==> config.mk <==
export PLATFORM = sky130hd
export DESIGN_NAME = iob_pcie_tx_arb_flat
export DESIGN_NICKNAME = d
export VERILOG_FILES = /design/src/rtl/iob_pcie_tx_arb_if.sv /design/src/rtl/iob_pcie_tx_arb.sv /design/src/flat_wrapper.sv
export SDC_FILE = /design/constraint.sdc
export NUM_CORES = 1
export LEC_CHECK = 0
export CAP_MARGIN = 20
export CORE_MARGIN = 4
export CORE_UTILIZATION = 25
export DETAILED_ROUTE_END_ITERATION = 10
export MAX_ROUTING_LAYER = met4
export SETUP_SLACK_MARGIN = 0.1
export SLEW_MARGIN = 20
export SYNTH_ARGS = -nofsm -noshare
export SYNTH_HDL_FRONTEND = slang
export SYNTH_SLANG_ARGS = --single-unit
==> constraint.sdc <==
create_clock -name clk -period 3.75 [get_ports clk]
set_clock_uncertainty 0.2 [all_clocks]
set_input_delay 0.5625 -clock clk [delete_from_list [all_inputs] [get_ports clk]]
set_output_delay 0.5625 -clock clk [all_outputs]
set_load 0.05 [all_outputs]
==> src/rtl/iob_pcie_tx_arb_if.sv <==
// -----------------------------------------------------------------------------
// iob_pcie_tx_arb_if
// Bundles the two requester ports and the RIFFA-style CHNL_TX channel port of
// the two-requester PCIe TX arbiter.
//
//   slave  : arbiter view (inputs from requesters/channel, drives acks/channel)
//   master : environment view (requesters plus the channel core)
//
// Per requester N (0/1):
//   reqN_valid/len/off/last   transaction request, held until reqN_ack
//   reqN_ack                  1-cycle pulse, parameters captured
//   reqN_data/data_valid      data word offered by the requester
//   reqN_data_ren             word consumed this cycle
//   reqN_done                 1-cycle pulse, transaction finished
// Channel:
//   CHNL_TX/ACK/LAST/LEN/OFF  transaction handshake and captured parameters
//   CHNL_TX_DATA/DATA_VALID   muxed data of the granted requester
//   CHNL_TX_DATA_REN          channel consumes a word
// -----------------------------------------------------------------------------
interface iob_pcie_tx_arb_if #(
    parameter int DATA_W = 32
);
    logic              req0_valid;
    logic [31:0]       req0_len;
    logic [30:0]       req0_off;
    logic              req0_last;
    logic              req0_ack;
    logic [DATA_W-1:0] req0_data;
    logic              req0_data_valid;
    logic              req0_data_ren;
    logic              req0_done;

    logic              req1_valid;
    logic [31:0]       req1_len;
    logic [30:0]       req1_off;
    logic              req1_last;
    logic              req1_ack;
    logic [DATA_W-1:0] req1_data;
    logic              req1_data_valid;
    logic              req1_data_ren;
    logic              req1_done;

    logic              CHNL_TX;
    logic              CHNL_TX_ACK;
    logic              CHNL_TX_LAST;
    logic [31:0]       CHNL_TX_LEN;
    logic [30:0]       CHNL_TX_OFF;
    logic [DATA_W-1:0] CHNL_TX_DATA;
    logic              CHNL_TX_DATA_VALID;
    logic              CHNL_TX_DATA_REN;

    modport slave (
        input  req0_valid, req0_len, req0_off, req0_last, req0_data, req0_data_valid,
        output req0_ack, req0_data_ren, req0_done,
        input  req1_valid, req1_len, req1_off, req1_last, req1_data, req1_data_valid,
        output req1_ack, req1_data_ren, req1_done,
        output CHNL_TX, CHNL_TX_LAST, CHNL_TX_LEN, CHNL_TX_OFF,
        output CHNL_TX_DATA, CHNL_TX_DATA_VALID,
        input  CHNL_TX_ACK, CHNL_TX_DATA_REN
    );

    modport master (
        output req0_valid, req0_len, req0_off, req0_last, req0_data, req0_data_valid,
        input  req0_ack, req0_data_ren, req0_done,
        output req1_valid, req1_len, req1_off, req1_last, req1_data, req1_data_valid,
        input  req1_ack, req1_data_ren, req1_done,
        input  CHNL_TX, CHNL_TX_LAST, CHNL_TX_LEN, CHNL_TX_OFF,
        input  CHNL_TX_DATA, CHNL_TX_DATA_VALID,
        output CHNL_TX_ACK, CHNL_TX_DATA_REN
    );
endinterface

==> src/rtl/iob_pcie_tx_arb.sv <==
// -----------------------------------------------------------------------------
// iob_pcie_tx_arb
// Shares one RIFFA-style PCIe TX channel between two requesters. Requests are
// arbitrated round-robin, the CHNL_TX/CHNL_TX_ACK handshake is run, exactly
// LEN 32-bit words are streamed from the granted requester and the channel is
// released. Every transaction costs IDLE + REQ + DONE plus its data beats.
//
// Ports:
//   clk    system clock
//   rst    asynchronous active-high reset
//   bus    iob_pcie_tx_arb_if.slave (requester 0/1 ports and CHNL_TX port)
//   busy   FSM not in IDLE
//   grant  index of the current/last granted requester (1 after reset, so
//          requester 0 wins the first tie)
//   err    1-cycle pulse when CHNL_TX_ACK times out
//
// Optional feature: define IOB_PCIE_TX_ARB_TIMEOUT_EN to abort a REQ phase
// after TIMEOUT cycles without CHNL_TX_ACK. Without it REQ waits indefinitely
// and err is tied to 0.
// -----------------------------------------------------------------------------
module iob_pcie_tx_arb #(
    parameter int DATA_W  = 32,
    parameter int TIMEOUT = 1024
) (
    input  logic             clk,
    input  logic             rst,
    iob_pcie_tx_arb_if.slave bus,
    output logic             busy,
    output logic             grant,
    output logic             err
);

    // RIFFA channels are fixed at 32 bits and the timeout needs at least one cycle.
    if (DATA_W != 32 || TIMEOUT < 1) begin : g_param_check
        $error("iob_pcie_tx_arb: DATA_W must be 32 and TIMEOUT must be >= 1");
    end

    typedef enum logic [1:0] {
        IDLE = 2'd0,
        REQ  = 2'd1,
        DATA = 2'd2,
        DONE = 2'd3
    } state_t;

    state_t      state_q, state_d;
    logic        grant_q, grant_d;
    logic [31:0] len_q, len_d;
    logic [30:0] off_q, off_d;
    logic        last_q, last_d;
    logic [31:0] cnt_q, cnt_d;
    logic [1:0]  ack_q, ack_d;

    logic              winner;
    logic              chnl_tx;
    logic [DATA_W-1:0] data_mux;
    logic              dvalid_mux;
    logic              ren0, ren1;
    logic              done0, done1;
    logic              beat;
    logic              err_c;

`ifdef IOB_PCIE_TX_ARB_TIMEOUT_EN
    localparam logic [31:0] TO_LAST = 32'(TIMEOUT - 1);
    logic [31:0] to_cnt_q, to_cnt_d;
    logic        to_expire;
    assign to_expire = (to_cnt_q == TO_LAST);
`endif

    // Round-robin: on a tie the requester that was not granted last time wins.
    assign winner = (bus.req0_valid && bus.req1_valid) ? ~grant_q : bus.req1_valid;

    always_ff @(posedge clk or posedge rst) begin
        if (rst) begin
            state_q  <= IDLE;
            grant_q  <= 1'b1;
            len_q    <= '0;
            off_q    <= '0;
            last_q   <= 1'b0;
            cnt_q    <= '0;
            ack_q    <= 2'b00;
`ifdef IOB_PCIE_TX_ARB_TIMEOUT_EN
            to_cnt_q <= '0;
`endif
        end else begin
            state_q  <= state_d;
            grant_q  <= grant_d;
            len_q    <= len_d;
            off_q    <= off_d;
            last_q   <= last_d;
            cnt_q    <= cnt_d;
            ack_q    <= ack_d;
`ifdef IOB_PCIE_TX_ARB_TIMEOUT_EN
            to_cnt_q <= to_cnt_d;
`endif
        end
    end

    always_comb begin
        state_d    = state_q;
        grant_d    = grant_q;
        len_d      = len_q;
        off_d      = off_q;
        last_d     = last_q;
        cnt_d      = cnt_q;
        ack_d      = 2'b00;
        chnl_tx    = 1'b0;
        data_mux   = '0;
        dvalid_mux = 1'b0;
        ren0       = 1'b0;
        ren1       = 1'b0;
        done0      = 1'b0;
        done1      = 1'b0;
        beat       = 1'b0;
        err_c      = 1'b0;
`ifdef IOB_PCIE_TX_ARB_TIMEOUT_EN
        to_cnt_d   = '0;
`endif

        case (state_q)
            IDLE: begin
                if (bus.req0_valid || bus.req1_valid) begin
                    // Parameters are frozen here; the registered ack marks
                    // the first REQ cycle.
                    grant_d = winner;
                    len_d   = winner ? bus.req1_len  : bus.req0_len;
                    off_d   = winner ? bus.req1_off  : bus.req0_off;
                    last_d  = winner ? bus.req1_last : bus.req0_last;
                    ack_d   = winner ? 2'b10 : 2'b01;
                    state_d = REQ;
                end
            end

            REQ: begin
                chnl_tx = 1'b1;
`ifdef IOB_PCIE_TX_ARB_TIMEOUT_EN
                to_cnt_d = to_cnt_q + 32'd1;
`endif
                if (bus.CHNL_TX_ACK) begin
                    cnt_d   = '0;
                    state_d = (len_q == 32'd0) ? DONE : DATA;
                end
`ifdef IOB_PCIE_TX_ARB_TIMEOUT_EN
                // An ACK arriving on the expiry cycle takes priority.
                else if (to_expire) begin
                    err_c   = 1'b1;
                    state_d = DONE;
                end
`endif
            end

            DATA: begin
                chnl_tx    = 1'b1;
                data_mux   = grant_q ? bus.req1_data : bus.req0_data;
                dvalid_mux = grant_q ? bus.req1_data_valid : bus.req0_data_valid;
                ren0       = ~grant_q & bus.CHNL_TX_DATA_REN;
                ren1       =  grant_q & bus.CHNL_TX_DATA_REN;
                beat       = dvalid_mux & bus.CHNL_TX_DATA_REN;
                if (beat) begin
                    cnt_d = cnt_q + 32'd1;
                    if (cnt_q == len_q - 32'd1) begin
                        state_d = DONE;
                    end
                end
            end

            DONE: begin
                done0   = ~grant_q;
                done1   =  grant_q;
                state_d = IDLE;
            end

            default: state_d = IDLE;
        endcase
    end

    assign bus.req0_ack           = ack_q[0];
    assign bus.req1_ack           = ack_q[1];
    assign bus.req0_data_ren      = ren0;
    assign bus.req1_data_ren      = ren1;
    assign bus.req0_done          = done0;
    assign bus.req1_done          = done1;
    assign bus.CHNL_TX            = chnl_tx;
    assign bus.CHNL_TX_LAST       = last_q;
    assign bus.CHNL_TX_LEN        = len_q;
    assign bus.CHNL_TX_OFF        = off_q;
    assign bus.CHNL_TX_DATA       = data_mux;
    assign bus.CHNL_TX_DATA_VALID = dvalid_mux;

    assign busy  = (state_q != IDLE);
    assign grant = grant_q;
    assign err   = err_c;

endmodule

==> src/flat_wrapper.sv <==
// flat-port wrapper written by rule: the top's interface ports become plain ports
module iob_pcie_tx_arb_flat 
#(
    parameter int DATA_W  = 32,
    parameter int TIMEOUT = 1024
)
  (clk, rst, busy, grant, err, bus_req0_valid, bus_req0_len, bus_req0_off, bus_req0_last, bus_req0_data, bus_req0_data_valid, bus_req0_ack, bus_req0_data_ren, bus_req0_done, bus_req1_valid, bus_req1_len, bus_req1_off, bus_req1_last, bus_req1_data, bus_req1_data_valid, bus_req1_ack, bus_req1_data_ren, bus_req1_done, bus_CHNL_TX, bus_CHNL_TX_LAST, bus_CHNL_TX_LEN, bus_CHNL_TX_OFF, bus_CHNL_TX_DATA, bus_CHNL_TX_DATA_VALID, bus_CHNL_TX_ACK, bus_CHNL_TX_DATA_REN);
  iob_pcie_tx_arb_if #(.DATA_W(DATA_W)) bus_i ();
  input  logic clk;
  input  logic rst;
  output logic busy;
  output logic grant;
  output logic err;
  input wire logic [$bits(bus_i.req0_valid)-1:0] bus_req0_valid;
  input wire logic [$bits(bus_i.req0_len)-1:0] bus_req0_len;
  input wire logic [$bits(bus_i.req0_off)-1:0] bus_req0_off;
  input wire logic [$bits(bus_i.req0_last)-1:0] bus_req0_last;
  input wire logic [$bits(bus_i.req0_data)-1:0] bus_req0_data;
  input wire logic [$bits(bus_i.req0_data_valid)-1:0] bus_req0_data_valid;
  output wire logic [$bits(bus_i.req0_ack)-1:0] bus_req0_ack;
  output wire logic [$bits(bus_i.req0_data_ren)-1:0] bus_req0_data_ren;
  output wire logic [$bits(bus_i.req0_done)-1:0] bus_req0_done;
  input wire logic [$bits(bus_i.req1_valid)-1:0] bus_req1_valid;
  input wire logic [$bits(bus_i.req1_len)-1:0] bus_req1_len;
  input wire logic [$bits(bus_i.req1_off)-1:0] bus_req1_off;
  input wire logic [$bits(bus_i.req1_last)-1:0] bus_req1_last;
  input wire logic [$bits(bus_i.req1_data)-1:0] bus_req1_data;
  input wire logic [$bits(bus_i.req1_data_valid)-1:0] bus_req1_data_valid;
  output wire logic [$bits(bus_i.req1_ack)-1:0] bus_req1_ack;
  output wire logic [$bits(bus_i.req1_data_ren)-1:0] bus_req1_data_ren;
  output wire logic [$bits(bus_i.req1_done)-1:0] bus_req1_done;
  output wire logic [$bits(bus_i.CHNL_TX)-1:0] bus_CHNL_TX;
  output wire logic [$bits(bus_i.CHNL_TX_LAST)-1:0] bus_CHNL_TX_LAST;
  output wire logic [$bits(bus_i.CHNL_TX_LEN)-1:0] bus_CHNL_TX_LEN;
  output wire logic [$bits(bus_i.CHNL_TX_OFF)-1:0] bus_CHNL_TX_OFF;
  output wire logic [$bits(bus_i.CHNL_TX_DATA)-1:0] bus_CHNL_TX_DATA;
  output wire logic [$bits(bus_i.CHNL_TX_DATA_VALID)-1:0] bus_CHNL_TX_DATA_VALID;
  input wire logic [$bits(bus_i.CHNL_TX_ACK)-1:0] bus_CHNL_TX_ACK;
  input wire logic [$bits(bus_i.CHNL_TX_DATA_REN)-1:0] bus_CHNL_TX_DATA_REN;
  assign bus_i.req0_valid = bus_req0_valid;
  assign bus_i.req0_len = bus_req0_len;
  assign bus_i.req0_off = bus_req0_off;
  assign bus_i.req0_last = bus_req0_last;
  assign bus_i.req0_data = bus_req0_data;
  assign bus_i.req0_data_valid = bus_req0_data_valid;
  assign bus_req0_ack = bus_i.req0_ack;
  assign bus_req0_data_ren = bus_i.req0_data_ren;
  assign bus_req0_done = bus_i.req0_done;
  assign bus_i.req1_valid = bus_req1_valid;
  assign bus_i.req1_len = bus_req1_len;
  assign bus_i.req1_off = bus_req1_off;
  assign bus_i.req1_last = bus_req1_last;
  assign bus_i.req1_data = bus_req1_data;
  assign bus_i.req1_data_valid = bus_req1_data_valid;
  assign bus_req1_ack = bus_i.req1_ack;
  assign bus_req1_data_ren = bus_i.req1_data_ren;
  assign bus_req1_done = bus_i.req1_done;
  assign bus_CHNL_TX = bus_i.CHNL_TX;
  assign bus_CHNL_TX_LAST = bus_i.CHNL_TX_LAST;
  assign bus_CHNL_TX_LEN = bus_i.CHNL_TX_LEN;
  assign bus_CHNL_TX_OFF = bus_i.CHNL_TX_OFF;
  assign bus_CHNL_TX_DATA = bus_i.CHNL_TX_DATA;
  assign bus_CHNL_TX_DATA_VALID = bus_i.CHNL_TX_DATA_VALID;
  assign bus_i.CHNL_TX_ACK = bus_CHNL_TX_ACK;
  assign bus_i.CHNL_TX_DATA_REN = bus_CHNL_TX_DATA_REN;
  iob_pcie_tx_arb #(.DATA_W(DATA_W), .TIMEOUT(TIMEOUT)) u_core (.clk(clk), .rst(rst), .bus(bus_i), .busy(busy), .grant(grant), .err(err));
endmodule
==> results of run 1 <==
-- power groups by stage --
stage / clock, W / sequential (W) / combinational, W
2_1_floorplan: 0 / 0.00298 / 0.00255
3_3_place_gp: 0 / 0.00197 / 0.00533
3_5_place_dp: 0 / 0.00199 / 0.00535
4_1_cts: 0.000943 / 0.00198 / 0.00536
5_1_grt: 0.000984 / 0.00206 / 0.00568
6_report: 0.000917 / 0.00197 / 0.00529
-- cells in the final DEF, fill, tap and decap left out, types with 11 or more instances in the layout --
cell type        netlist  final
dfrtp_1              100    100
nand2_1               92     92
nor2_1                43     42
nand4_1               15     15
buf_4                  2     18
inv_1                 12     11
o21ai_0               75     74
a22oi_1               18     18
nand3_1               16     16
xor2_1                35     35
nor3_1                19     19
mux2i_1               84     84
clkdlybuf4s50_1        0    297
nor2b_1               42     42
xnor2_1               28     28
-- worst max-delay path: stages (launching register included) --
cell,delay [ps]
dfrtp_1,490
inv_1,100
ha_1,260
nor2b_1,290
nand4_1,400
o21a_1,340
a211oi_2,200
nand4_1,130
nor4_2,240
a31o_2,210
mux2_4,290
-- state kept, by name (all words and copies together) (netlist names) --
signal	count
u_core.state_q	2
u_core.cnt_q	32
u_core.bus.CHNL_TX_LEN	32
u_core.grant	1
u_core.ack_q	2
u_core.bus.CHNL_TX_LAST	1
u_core.bus.CHNL_TX_OFF	31
-- layer usage --
layer	track usage, %	up-vias	share of wire [%]
met5	-	-	0
met4	3.525	0	1.2
met3	2.252	17	3.9
met2	25.33	164	49
met1	19.36	2940	46
li1	-	3249	-
-- layout make-up --
cell class	count	area (um^2)	share of cell area [%]
inverter	12	47.55	0.4542
clock buffer	10	239.0	2.283
timing repair buffer	318	3168	30.26
sequential	101	2529	24.15
clock inverter	6	45.04	0.4303
tap	341	426.7	4.076
multi-input combinational	596	4014	38.34
-- cells by family after synthesis --
kind of cell | Yosys count | share of synthesized area [%]
AOI/OAI and AO/OA | 144 | 13.15
muxes | 87 | 12.91
other | 1 | 0.05511
adders and majority gates | 6 | 1.103
xor gates and xnor gates | 63 | 8.110
buffers and inverters | 63 | 4.211
and+or+nand+nor | 295 | 23.30
DFF | 101 | 37.16
-- path summary, 6_finish.rpt --
check	from	end	slack, ps	cells after the start
hold / removal	u_core.bus.CHNL_TX_OFF[24]	u_core.bus.CHNL_TX_OFF[24]	280	2
max in group asynchronous	rst	u_core.cnt_q[3]	2200	3
setup / recovery	u_core.bus.CHNL_TX_LEN[0]	u_core.state_q[1]	490	10
setup reg to reg	u_core.bus.CHNL_TX_LEN[0]	u_core.state_q[1]	490	10
hold reg to reg	u_core.bus.CHNL_TX_OFF[24]	u_core.bus.CHNL_TX_OFF[24]	280	2
min in group asynchronous	rst	u_core.bus.CHNL_TX_OFF[4]	380	2
-- per-stage QoR --
step,total power (W),setup WS (ps)
after floorplan,0.005531,342.0
after global placement,0.007303,545.3
after detailed placement,0.007339,522.0
after CTS,0.008281,474.9
after global routing,0.008719,208.2
final,0.008172,494.8
==> results.cfg, run 1 <==
[cells_and_area]
n_fill_cell = 2704
nets = 1244
n_antenna_cell = 0
area.growth.synth_to_final_pct = 53.86
final_area_um2 = 10470
drive_above_1_share_pct = 6.136
fin_cells = 1384
final_core_util_pct = 38.95

[die]
rows = 60
die_area_um2 = 29920
die_x_um = 173.0
io_pins = 307
initial_core_util_pct = 25.32
core_area_um2 = 26880
die_y_um = 173.0

[detailed_routing]
routed_wl_um = 22490
viasPerCell = 4.603
vias = 6370
initialDrtViolationCount = 323
dr.pass1.iters = 5
avgRoutedWirePerCell_um = 16.25
antenna_left = 0
drc = 0

[placement]
place.gp.congestion = 0.8395
dpl-instance-area_um2 = 10180
portBuffers = 305
hpwl_um = 17710
dp_cells = 1368

[global_routing]
grt_overflow = 0
grt_pass1_wl_um = 35800
grt_pass1_vias = 6307
grt_max_degree = 73
grt_usage_pct = 15.11
antenna_found_initial = 0

[pwr]
p_leak_nw = 4.330
seq_power_share_pct = 24.1
vdd_ir_drop_max_uv = 310.2
combinationalPowerShare_pct = 64.7
switching_share_pct = 52.67
internal_power_w = 0.003867
p_switching_w = 0.004304
p_per_area_nw_per_um2 = 780.6
pwr-share-clk_pct = 11.2

[logic_synthesis]
ys_ff_latch = 101
synth.distinct_cells = 67
synth.cell_area_um2 = 6804
ys_top_cells_by_area = dfrtp_1 (37%), mux2i_1 (12%), o21ai_0 (5.5%)
ys_async_sr_fraction_pct = 100.0
yosysMostFrequentCell = dfrtp_1
yosys-top-cells-count = dfrtp_1 (100), nand2_1 (92), mux2i_1 (84), o21ai_0 (75), nor2_1 (43)
yosysSeqAreaShare_pct = 37.16
syn_area_per_cell_um2 = 8.953
yosys.area.top_type = dfrtp_1
yosys_warnings = 0
synth_ff_type = dfrtp_1
synth_edf_count = 0
netlist.area_leader.share_pct = 36.78
syn-num-nets = 966
netlist_instances = 760

[sta]
grt_setup_unrepaired = false
hold_violations = 0
fin_hold_ws_ps = 277.9
period_share_pct = 86.81
worstMarginPinSlew_ps = 785.0
clock.fmax_mhz = 307.2
report.final.slew_viol_count = 0
tns_ps = 0
slew_headroom_pct = 47.61
fin_crit_ps = 3255
setup_viol = 0

[status]
outcome = finished clean

[clock_network]
post_cts_buffers = 0
cts_tree = done
root_buffer = clkbuf_16
cts_max_level = 3
clock-sinks = 101
cts_resized = 0
cts_buffers = 9
ctsHoldBuffers = 0
insertion_delay_ps = 350
clockBufferDepth = 2
clk_pin_slew_ps = 70

[min_path]
hp-class = flip-flop to flip-flop

[setup_path]
crit_required_ps = 3790
critPathArrivalTime_ps = 3300
crit_fanout = 12
crit_type = flip-flop to flip-flop
start_kind = flip-flop
cp-end-kind = flip-flop

[job]
maxCapViolations = 0
No activity file was read; power rests on OpenSTA's default activity.
==> run 2, diff against run 1 <==
PLACE_DENSITY = 0.53   (was default)
==> run 2 against run 1 <==
  * Register-to-register slack got worse by 70 ps
  * Cell count is 0.29% higher
  * Power rose by 0.23%
  * Die area unchanged
  * Clock-buffer cell count down 1
  * Largest cell class unchanged
==> results.cfg, run 2 (synthesis results as in run 1) <==
[sta]
setup_viol = 0
report.final.slew_viol_count = 0
fin_crit_ps = 3380
slew_headroom_pct = 55.84
hold_violations = 0
grt_setup_unrepaired = false
fin_hold_ws_ps = 280.0
tns_ps = 0
worstMarginPinSlew_ps = 645.6
clock.fmax_mhz = 295.9
period_share_pct = 90.13

[cells_and_area]
n_antenna_cell = 0
multiInputGateArea_um2 = 4014
final_core_util_pct = 39.14
drive_above_1_share_pct = 6.017
most-common-layout-cells = clkdlybuf4s50_1 (302), dfrtp_1 (100), nand2_1 (92)
layout_commonest_cell = clkdlybuf4s50_1
n_fill_cell = 2738
final_area_um2 = 10520
nets = 1248
seq_area_um2 = 2529
area.growth.synth_to_final_pct = 54.62

[die]
io_pins = 307
die_x_um = 173.0
die_y_um = 173.0
die_area_um2 = 29920
initial_core_util_pct = 25.32
rows = 60
core_area_um2 = 26880

[clock_network]
clockBufferDepth = 2
cts_tree = done
clock-sinks = 101
cts_buffers = 9
cts_max_level = 3
ctsHoldBuffers = 0
insertion_delay_ps = 360
root_buffer = clkbuf_16
clk_pin_slew_ps = 80

[placement]
hpwl_um = 18640
dpl-instance-area_um2 = 10230
place.gp.congestion = 0.8390
portBuffers = 305

[setup_path]
crit_required_ps = 2990
path_buf_inv = 3
crit_type = flip-flop to primary output
path_cells = inv_1, ha_2, buf_4, nor2b_1, clkdlybuf4s50_1
start_kind = flip-flop
crit_start = u_core.state_q[0]
crit_path_top_delay_cell = clkdlybuf4s50_1
slowest_delay_ps = 830
critical-path-top-delay-family = buffers and inverters
critPathArrivalTime_ps = 2620
ff2ff_path_depth = 8
cp-end-kind = primary output
regToRegStartpoint = u_core.bus.CHNL_TX_LEN[7]
crit_fanout = 26
crit_cells = 5

[job]
maxCapViolations = 0

[global_routing]
grt_pass1_vias = 6353
antenna_found_initial = 0
gr-max-usage-layer = met2
met2_usage_pct = 26.20
met3_usage_pct = 2.405
grt_overflow = 0
grt_usage_pct = 15.50
grt_max_degree = 74
grt_use_met1_pct = 19.81
grt_pass1_wl_um = 36400

[status]
outcome = finished clean

[detailed_routing]
dr.pass1.iters = 4
avgRoutedWirePerCell_um = 16.76
viasPerCell = 4.640
initialDrtViolationCount = 347
antenna_left = 0
routed_wl_um = 23270
vias = 6441
drc = 0

[min_path]
min_path_cells = 2
hold_start = u_core.bus.CHNL_TX_OFF[29]
hp-class = flip-flop to flip-flop

[pwr]
p_total_w = 0.008191
p_per_area_nw_per_um2 = 778.6
vdd_ir_drop_max_uv = 392.2
p_leak_nw = 4.344
run 2: cell count changes in the layout (fill, tap and decap cells not counted), sizes merged:
| cell | previous run | this run |
|---|---|---|
| inv | 14 | 16 |
| clkinvlp | 3 | 2 |
| clkbuf | 10 | 9 |
| clkdlybuf4s50 | 297 | 302 |
| buf | 21 | 20 |
run 2: through the flow:
| stage | setup slack (ps) | cells |
|---|---|---|
| 6_report | 370.2 | 1388 |
| 5_1_grt | 155.1 | 1388 |
| 4_1_cts | 134.0 | 1387 |
| 3_5_place_dp | 432.4 | 1371 |
| 3_3_place_gp | 485.4 | 1371 |
| 2_1_floorplan | 342.0 | 760 |
run 2: worst paths after layout:
path,slack [ps],end
worst max-delay path,370,bus_CHNL_TX_DATA[11]
worst min-delay path,280,u_core.bus.CHNL_TX_OFF[29]
worst max register to register,420,u_core.state_q[1]
worst min register to register,280,u_core.bus.CHNL_TX_OFF[29]
max in group asynchronous,2300,u_core.grant
min in group asynchronous,380,u_core.bus.CHNL_TX_LAST
run 2: layout make-up:
class                      count  share of cell area (%)
timing repair buffer         322                   30.64
clock buffer                   9                   2.141
clock inverter                 7                  0.5233
sequential                   101                   24.04
multi-input combinational    596                   38.15
tap                          341                   4.056
inverter                      12                  0.4520
run 2: repair_timing:
item / 4_1_cts / 5_1_grt
resized for setup: 0 / 1
endpoints found under the setup margin: 0 / 20
buffers inserted: 0 / 1
run 2: where the power goes:
group	total (W)	internal (W)	switching, W
clock network	0.000912	0.000459	0.000453
logic	0.00528	0.00194	0.00334
registers	0.00200	0.00147	0.000533
total	0.00819	0.00387	0.00432
run 2: worst register-to-register path, stage by stage (launching register included):
cell,delay [ps]
dfrtp_1,470
nor4_1,500
nand4_1,320
or4_4,570
a211oi_2,230
nand4_1,130
nor4_2,280
a31o_2,220
mux2_4,290
run 2: metal layers:
metal  up-vias  share of wire, %
met5         -                 0
met4         0               1.1
met3        13               4.1
met2       158                50
met1      3010                45
li1       3260                 -
